==> src/rtl/keypad_scanner.sv <==
// keypad_scanner: parametrised matrix-keypad scanner with debounce.
// Drives one row at a time, samples active-low columns at the end of each
// settle window, confirms a key after DEBOUNCE_SCANS matching samples and
// holds the resulting code under a valid/ready handshake until consumed.
// Optional build macro: KEYSCAN_GHOST_REJECT_EN -- when defined, a sample
// with more than one low column is treated as no key at all.
module keypad_scanner #(
    parameter int ROWS           = 4,
    parameter int COLS           = 4,
    parameter int SETTLE_CYCLES  = 4,
    parameter int DEBOUNCE_SCANS = 3,
    localparam int CW = ($clog2(ROWS * COLS) > 1) ? $clog2(ROWS * COLS) : 1
) (
    input  logic            clk,
    input  logic            rst,
    input  logic [COLS-1:0] key_col,
    output logic [ROWS-1:0] key_row,
    output logic [CW-1:0]   key_code,
    output logic            key_valid,
    input  logic            key_ready,
    output logic            key_down,
    output logic            key_overrun
);

    localparam int RW = ($clog2(ROWS) > 1) ? $clog2(ROWS) : 1;
    localparam int SW = ($clog2(SETTLE_CYCLES) > 1) ? $clog2(SETTLE_CYCLES) : 1;
    localparam int NW = ($clog2(DEBOUNCE_SCANS + 1) > 1) ? $clog2(DEBOUNCE_SCANS + 1) : 1;

    typedef enum logic [1:0] {
        SCAN,
        CONFIRM,
        HELD
    } state_t;

    state_t          state_q, state_d;
    logic [RW-1:0]   row_q, row_d;
    logic [SW-1:0]   settle_q, settle_d;
    logic [NW-1:0]   cnt_q, cnt_d;
    logic [CW-1:0]   cand_q, cand_d;

    logic [COLS-1:0] low;
    logic            any_low;
    logic            cand_valid;
    logic [CW-1:0]   cand_code;
    logic            sample;
    logic            confirm;
    logic [NW-1:0]   cnt_inc;
    logic [RW-1:0]   row_adv;

    assign low     = ~key_col;
    assign any_low = |low;
    assign sample  = (settle_q == SW'(SETTLE_CYCLES - 1));
    assign cnt_inc = cnt_q + NW'(1);
    assign row_adv = (row_q == RW'(ROWS - 1)) ? '0 : row_q + RW'(1);

`ifdef KEYSCAN_GHOST_REJECT_EN
    assign cand_valid = any_low && ((low & (low - COLS'(1))) == '0);
`else
    assign cand_valid = any_low;
`endif

    // Lowest-index low column on the driven row gives the candidate code.
    always_comb begin
        cand_code = '0;
        for (int c = COLS - 1; c >= 0; c--) begin
            if (low[c]) begin
                cand_code = CW'(int'(row_q) * COLS + c);
            end
        end
    end

    // State register: scan position, settle timer, debounce counter, candidate.
    always_ff @(posedge clk) begin
        if (rst) begin
            state_q  <= SCAN;
            row_q    <= '0;
            settle_q <= '0;
            cnt_q    <= '0;
            cand_q   <= '0;
        end else begin
            state_q  <= state_d;
            row_q    <= row_d;
            settle_q <= settle_d;
            cnt_q    <= cnt_d;
            cand_q   <= cand_d;
        end
    end

    // Next-state logic: everything except the settle timer moves only on a sample.
    always_comb begin
        state_d  = state_q;
        row_d    = row_q;
        settle_d = settle_q + SW'(1);
        cnt_d    = cnt_q;
        cand_d   = cand_q;
        confirm  = 1'b0;
        if (sample) begin
            settle_d = '0;
            case (state_q)
                SCAN: begin
                    if (cand_valid) begin
                        cand_d = cand_code;
                        if (DEBOUNCE_SCANS == 1) begin
                            confirm = 1'b1;
                            state_d = HELD;
                            cnt_d   = '0;
                        end else begin
                            state_d = CONFIRM;
                            cnt_d   = NW'(1);
                        end
                    end else begin
                        row_d = row_adv;
                    end
                end
                CONFIRM: begin
                    if (cand_valid && (cand_code == cand_q)) begin
                        if (cnt_inc == NW'(DEBOUNCE_SCANS)) begin
                            confirm = 1'b1;
                            state_d = HELD;
                            cnt_d   = '0;
                        end else begin
                            cnt_d = cnt_inc;
                        end
                    end else begin
                        state_d = SCAN;
                        row_d   = row_adv;
                        cnt_d   = '0;
                    end
                end
                HELD: begin
                    if (any_low) begin
                        cnt_d = '0;
                    end else if (cnt_inc == NW'(DEBOUNCE_SCANS)) begin
                        state_d = SCAN;
                        row_d   = row_adv;
                        cnt_d   = '0;
                    end else begin
                        cnt_d = cnt_inc;
                    end
                end
                default: begin
                    state_d = SCAN;
                    row_d   = '0;
                    cnt_d   = '0;
                end
            endcase
        end
    end

    // Outputs decoded from the state register: row drive and held-key level.
    always_comb begin
        key_row  = ROWS'(1) << row_q;
        key_down = (state_q == HELD);
    end

    // Key output register: load on confirm when free or being consumed, else flag overrun.
    always_ff @(posedge clk) begin
        if (rst) begin
            key_code    <= '0;
            key_valid   <= 1'b0;
            key_overrun <= 1'b0;
        end else begin
            key_overrun <= 1'b0;
            if (confirm) begin
                if (!key_valid || key_ready) begin
                    key_code  <= cand_code;
                    key_valid <= 1'b1;
                end else begin
                    key_overrun <= 1'b1;
                end
            end else if (key_valid && key_ready) begin
                key_valid <= 1'b0;
            end
        end
    end

endmodule

==> config.mk <==
export PLATFORM = sky130hd
export DESIGN_NAME = keypad_scanner
export DESIGN_NICKNAME = d
export VERILOG_FILES = /design/src/rtl/keypad_scanner.sv
export SDC_FILE = /design/constraint.sdc
export NUM_CORES = 1
export LEC_CHECK = 0
export CORE_MARGIN = 5
export CORE_UTILIZATION = 50
export DETAILED_ROUTE_END_ITERATION = 7
export GPL_TIMING_DRIVEN = 0
export PLACE_DENSITY = 0.77
export REMOVE_ABC_BUFFERS = 1
export SLEW_MARGIN = 0
export SYNTH_ARGS = -nofsm -noshare
export SYNTH_HDL_FRONTEND = slang
export SYNTH_SLANG_ARGS = --single-unit
==> constraint.sdc <==
create_clock -name clk -period 2.5 [get_ports clk]
set_input_delay 0.75 -clock clk [delete_from_list [all_inputs] [get_ports clk]]
set_output_delay 0.75 -clock clk [all_outputs]
set_load 0.01 [all_outputs]
# == After elaboration in Yosys (flattened, before gate mapping) ==
# Cells that the tools add are included.
# word_totals
reg_bits,18
input_bits,7
out_inout_bits,11
wordCells,73
# op_classes
add_sub_neg,6
eq_ne,13
shifts,1
mux,28
n_bitwise,2
n_reduce_logical,15
# ops
operator,count
2-bit 2-to-1 mux,13
2-bit case mux with 3 select lines,3
4-bit 2-to-1 mux,4
5-bit AND reduction,2
"4-bit by 2-bit adder with 4-bit output, second input constant",2
"2-bit equality test, second input constant",4
1-bit 2-to-1 mux,8
"2-bit != test, second input constant",4
"2-bit by 1-bit adder with 2-bit output, second input constant",3
2-bit AND reduction,3
"4-bit by 1-bit adder with 4-bit output, second input constant",1
4-bit equality test,1
"2-bit by 1-bit != test with 1-bit output, second input constant",2
4-bit inverter,1
2-bit OR reduction,2
4-bit OR reduction,1
"1-bit by 2-bit << shifter with 4-bit output, first input constant",1
"3-bit != test, second input constant",1
3-bit AND reduction,1
"2-bit by 1-bit equality test with 1-bit output, second input constant",1
1-bit logical AND,2
2-bit zero test,1
2-bit nonzero test,1
1-bit zero test,1
other kinds (2),2

# == Longest topological paths before layout ==
# logic_depth
depth_word,12
depth_mapped,6
mapped_depth_nobuf,6

# == Worst setup path before layout ==
# No wires, ideal clock.
# synth_path
kind,input port to flip-flop
from,input key_col[3]
to,register key_code[2]
setup_time_ns,0.071
t_arrival_ns,1.915
required_time_ns,2.429
path_slack_ns,0.514
cell_stages,5
path_buffers,0
path_cell_list,nand2b_1 -> a21boi_2 -> xor2_1 -> or4_1 -> a21oi_1
# synth_via
elab_chain_cells,11
elab_cells_between_ends,12
classes_between,1 x eq/ne; 7 x mux; 1 x bitwise; 3 x reduce/logical
# synth_lines
element,line,text
from (decl),16,"input logic [COLS-1:0] key_col,"
4-bit inverter (*),50,assign low = ~key_col;
4-bit 2-to-1 mux (4 in series),66,if (low[c]) begin
4-bit equality test,116,if (cand_valid && (cand_code == cand_q)) begin
1-bit logical AND,116,
1-bit 2-to-1 mux,116,
1-bit 2-to-1 mux,99,case (state_q)
1-bit 2-to-1 mux,97,if (sample) begin
2-bit AND reduction (no source line),--,
to (signal assigned),166,key_code <= cand_code;
to (decl),18,"output logic [CW-1:0] key_code,"
# Every way passes the cells marked *; elsewhere a longest branch is shown, timed or not.
# A chain may end at the register's enable or synchronous reset.

# == Final worst setup path ==
# Same ends and word-level chain as after synthesis.

==> impl_metrics.env <==
export IMPL_outcome="finished clean"
export IMPL_finalCriticalPeriod_ns=2.38
export IMPL_diodes=0
export IMPL_synth_edf_count=0
export IMPL_hold_viol=0
export IMPL_setup_viol=0
export IMPL_synth_seq_cells=18
export IMPL_ys_warn_count=0
export IMPL_min_path_type="reg2reg"
export IMPL_clkPwrFrac_pct=27.2
export IMPL_design_die_area_sq_um=2940
export IMPL_synthTopCellsByCount="18 x dfxtp_1, 10 x nand2_1, 8 x a21oi_1, 7 x o31ai_1, 6 x nor2_1"
export IMPL_nNetsFinal=139
export IMPL_ys_types=37
export IMPL_cp_end_kind="register"
export IMPL_firstDrtPassIters=4
export IMPL_die_w_microns=54.2
export IMPL_comb_power_share_pct=15.3
export IMPL_finish_instance_area_sq_um=1200
export IMPL_max_freq_mhz=420
export IMPL_crit_buf_inv=1
export IMPL_place_inst=149
export IMPL_totalWireLength_mm=2.11
export IMPL_grt_max_degree=21
export IMPL_cp_slowest_stage_delay_ns=0.55
export IMPL_htree_num_levels=1
export IMPL_vias=884
export IMPL_rsz0062_at_grt="no"
export IMPL_synthToLayoutAreaGrowth_pct=23.0
export IMPL_port_buffers=17
export IMPL_ys_top_cells_by_area="dfxtp_1 37%, ha_1 6.4%, o31ai_1 5.4%"
export IMPL_core_area_sq_um=1920
export IMPL_start_util_pct=50.9
export IMPL_grtUsageTotal_pct=16.0
export IMPL_drtIter0Drc=23
export IMPL_antenna_found_initial=0
export IMPL_cts_max_path_buffers=2
export IMPL_synth_most_common_cell="dfxtp_1"
export IMPL_drv_slew=0
export IMPL_grt_pass1_vias=854
export IMPL_regArea_sq_um=360
export IMPL_tritoncts="built"
export IMPL_critical_path_class="in2reg"
export IMPL_drc=0
export IMPL_p_sw_share_pct=26.8
export IMPL_postSynth_asyncResetShare_pct=0
export IMPL_worstPathCellList="clkdlybuf4s50_1, nand2b_1, a21boi_2, xor2_1, or4_1, a21oi_1"
export IMPL_cp_top_family="simple AND/OR/NAND/NOR gates"
export IMPL_cts_root_buffer="clkbuf_4"
export IMPL_cts_buffers=3
export IMPL_wl_per_cell_microns=13.9
export IMPL_ant_nets=0
export IMPL_layout_drive_gt1_share_pct=8.00
export IMPL_synthFlopType="dfxtp_1"
export IMPL_layout_cells_non_filler=152
export IMPL_clk_latency_ns=0.29
export IMPL_gr_total_overflow=0
export IMPL_synth_largest_area_cell="dfxtp_1"
export IMPL_clk_pin_slew_ns=0.09
export IMPL_clkSinkCount=18
export IMPL_dp_final_hpwl_mm=1.56
export IMPL_yosysTopAreaCellShare_pct=36.8
export IMPL_viasPerCell=5.82
export IMPL_post_route_period_util_pct=95.2
export IMPL_path_max_fanout=8
export IMPL_finalWeightedCongestion=0.806
export IMPL_skew_ns=0.00355
export IMPL_critPathRequiredTime_ns=2.72
export IMPL_ir_drop_uv=264
export IMPL_internal_power_mw=0.385
export IMPL_pin_count=18
export IMPL_seq_power_share_pct=57.5
export IMPL_syn_inst=108
export IMPL_setup_tns_ns=0
export IMPL_hold_buffers=0
export IMPL_num_rows=16
export IMPL_netlist_area_sq_um=978
export IMPL_cp_slowest_cell="or4_1"
export IMPL_grt_pass1_wl_mm=3.38
export IMPL_n_fill_cell=191
export IMPL_multi_input_area_sq_um=596
export IMPL_relSlewSlack_pct=52.0
export IMPL_p_switching_mw=0.141
export IMPL_worst_pin_slew_ns=0.719
export IMPL_drv_cap=0
export IMPL_synth_area_per_cell_sq_um=9.06
export IMPL_startpoint_type="primary input"
export IMPL_p_per_area_nw_per_um2=438
export IMPL_p_leak_nw=0.430
export IMPL_yosysSeqAreaShare_pct=36.8
export IMPL_arrival_ns=2.60
export IMPL_die_y_microns=54.2
export IMPL_place_area_sq_um=1170
## registers in the layout, indices dropped and copies added, names as in the netlist
| signal | cells |
|---|---|
| row_q | 2 |
| settle_q | 2 |
| key_valid | 1 |
| cnt_q | 2 |
| key_code | 4 |
| key_overrun | 1 |
| state_q | 2 |
| cand_q | 4 |
## cell type report
cell class	instances	share of cell area, %
clock buffer	3	1.87
inverter	5	1.56
multi-input combinational	82	49.5
timing repair buffer	17	14.3
tap	27	2.81
sequential	18	29.9
## power groups by stage
stage	clock, mW	combinational [mW]	sequential [mW]
final	0.143	0.0807	0.303
after global routing	0.159	0.0874	0.304
after CTS	0.153	0.0785	0.303
after detailed placement	0	0.0780	0.310
after global placement	0	0.0755	0.309
after floorplan	0	0.0501	0.308
## metal layers
metal	routed length (microns)	global-route usage [%]
met1	927	18.0
met2	1010	26.1
met3	97	3.00
met4	76	12.9
met5	0	0
## cells by family after synthesis
| logic type | Yosys count | share of synthesized area, % |
|---|---|---|
| simple gates | 42 | 26.9 |
| fa+ha+maj | 5 | 6.39 |
| buf+inv | 8 | 3.20 |
| flops | 18 | 36.8 |
| compound gates | 27 | 19.1 |
| mux | 4 | 4.09 |
| xor+xnor | 4 | 3.58 |
## final timing paths
| path | from | endpoint | slack [ns] | cells after the start |
|---|---|---|---|---|
| max | key_col[3] | key_code[2] | 0.12 | 6 |
| min | settle_q[0] | settle_q[0] | 0.44 | 1 |
| max reg2reg | settle_q[0] | row_q[0] | 0.62 | 6 |
| min reg2reg | settle_q[0] | settle_q[0] | 0.44 | 1 |
## repair_timing
action / in CTS / in global routing
resized for setup: 0 / 3
endpoints found under the setup margin: 0 / 2
buffers inserted: 0 / 0
## through the flow
step	util, %	total power [mW]	hold slack, ns	worst slack, ns
2_1_floorplan	-	0.358	0.403	0.515
3_3_place_gp	60.9	0.384	0.415	-0.156
3_5_place_dp	60.9	0.387	0.426	-0.263
4_1_cts	62.0	0.534	0.440	0.0552
5_1_grt	62.6	0.551	0.460	0.0554
6_report	62.6	0.527	0.439	0.121
## layout by cell type, fill, tap and decap left out
cell type	synthesis	routed
xnor2_2	0	1
or4_1	2	2
a21oi_1	8	8
nor4bb_1	1	1
a221oi_1	1	1
nor3b_1	1	1
nand3b_1	1	1
a21o_1	1	1
o211ai_1	2	2
nand4b_4	1	1
or4b_2	1	1
o41ai_1	2	2
dfxtp_1	18	18
and2_1	2	2
dlymetal6s2s_1	0	1
clkdlybuf4s50_1	0	16
mux2i_1	4	4
nor2b_1	1	1
o21ai_2	1	1
and4_1	2	2
nand2b_1	3	3
inv_1	5	5
ha_1	5	5
nor2_1	6	6
clkbuf_4	0	3
nor3_1	4	4
nand4_2	1	1
nand3_1	2	2
nand4_1	2	2
and3b_1	1	1
a21boi_2	1	1
o31ai_1	7	7
xnor2_1	3	2
nand2_1	10	10
o21ai_0	2	2
a31oi_1	1	1
xor2_1	1	1
and4b_2	0	1
o2bb2ai_1	1	1
Power figures use the tool's default switching activity.
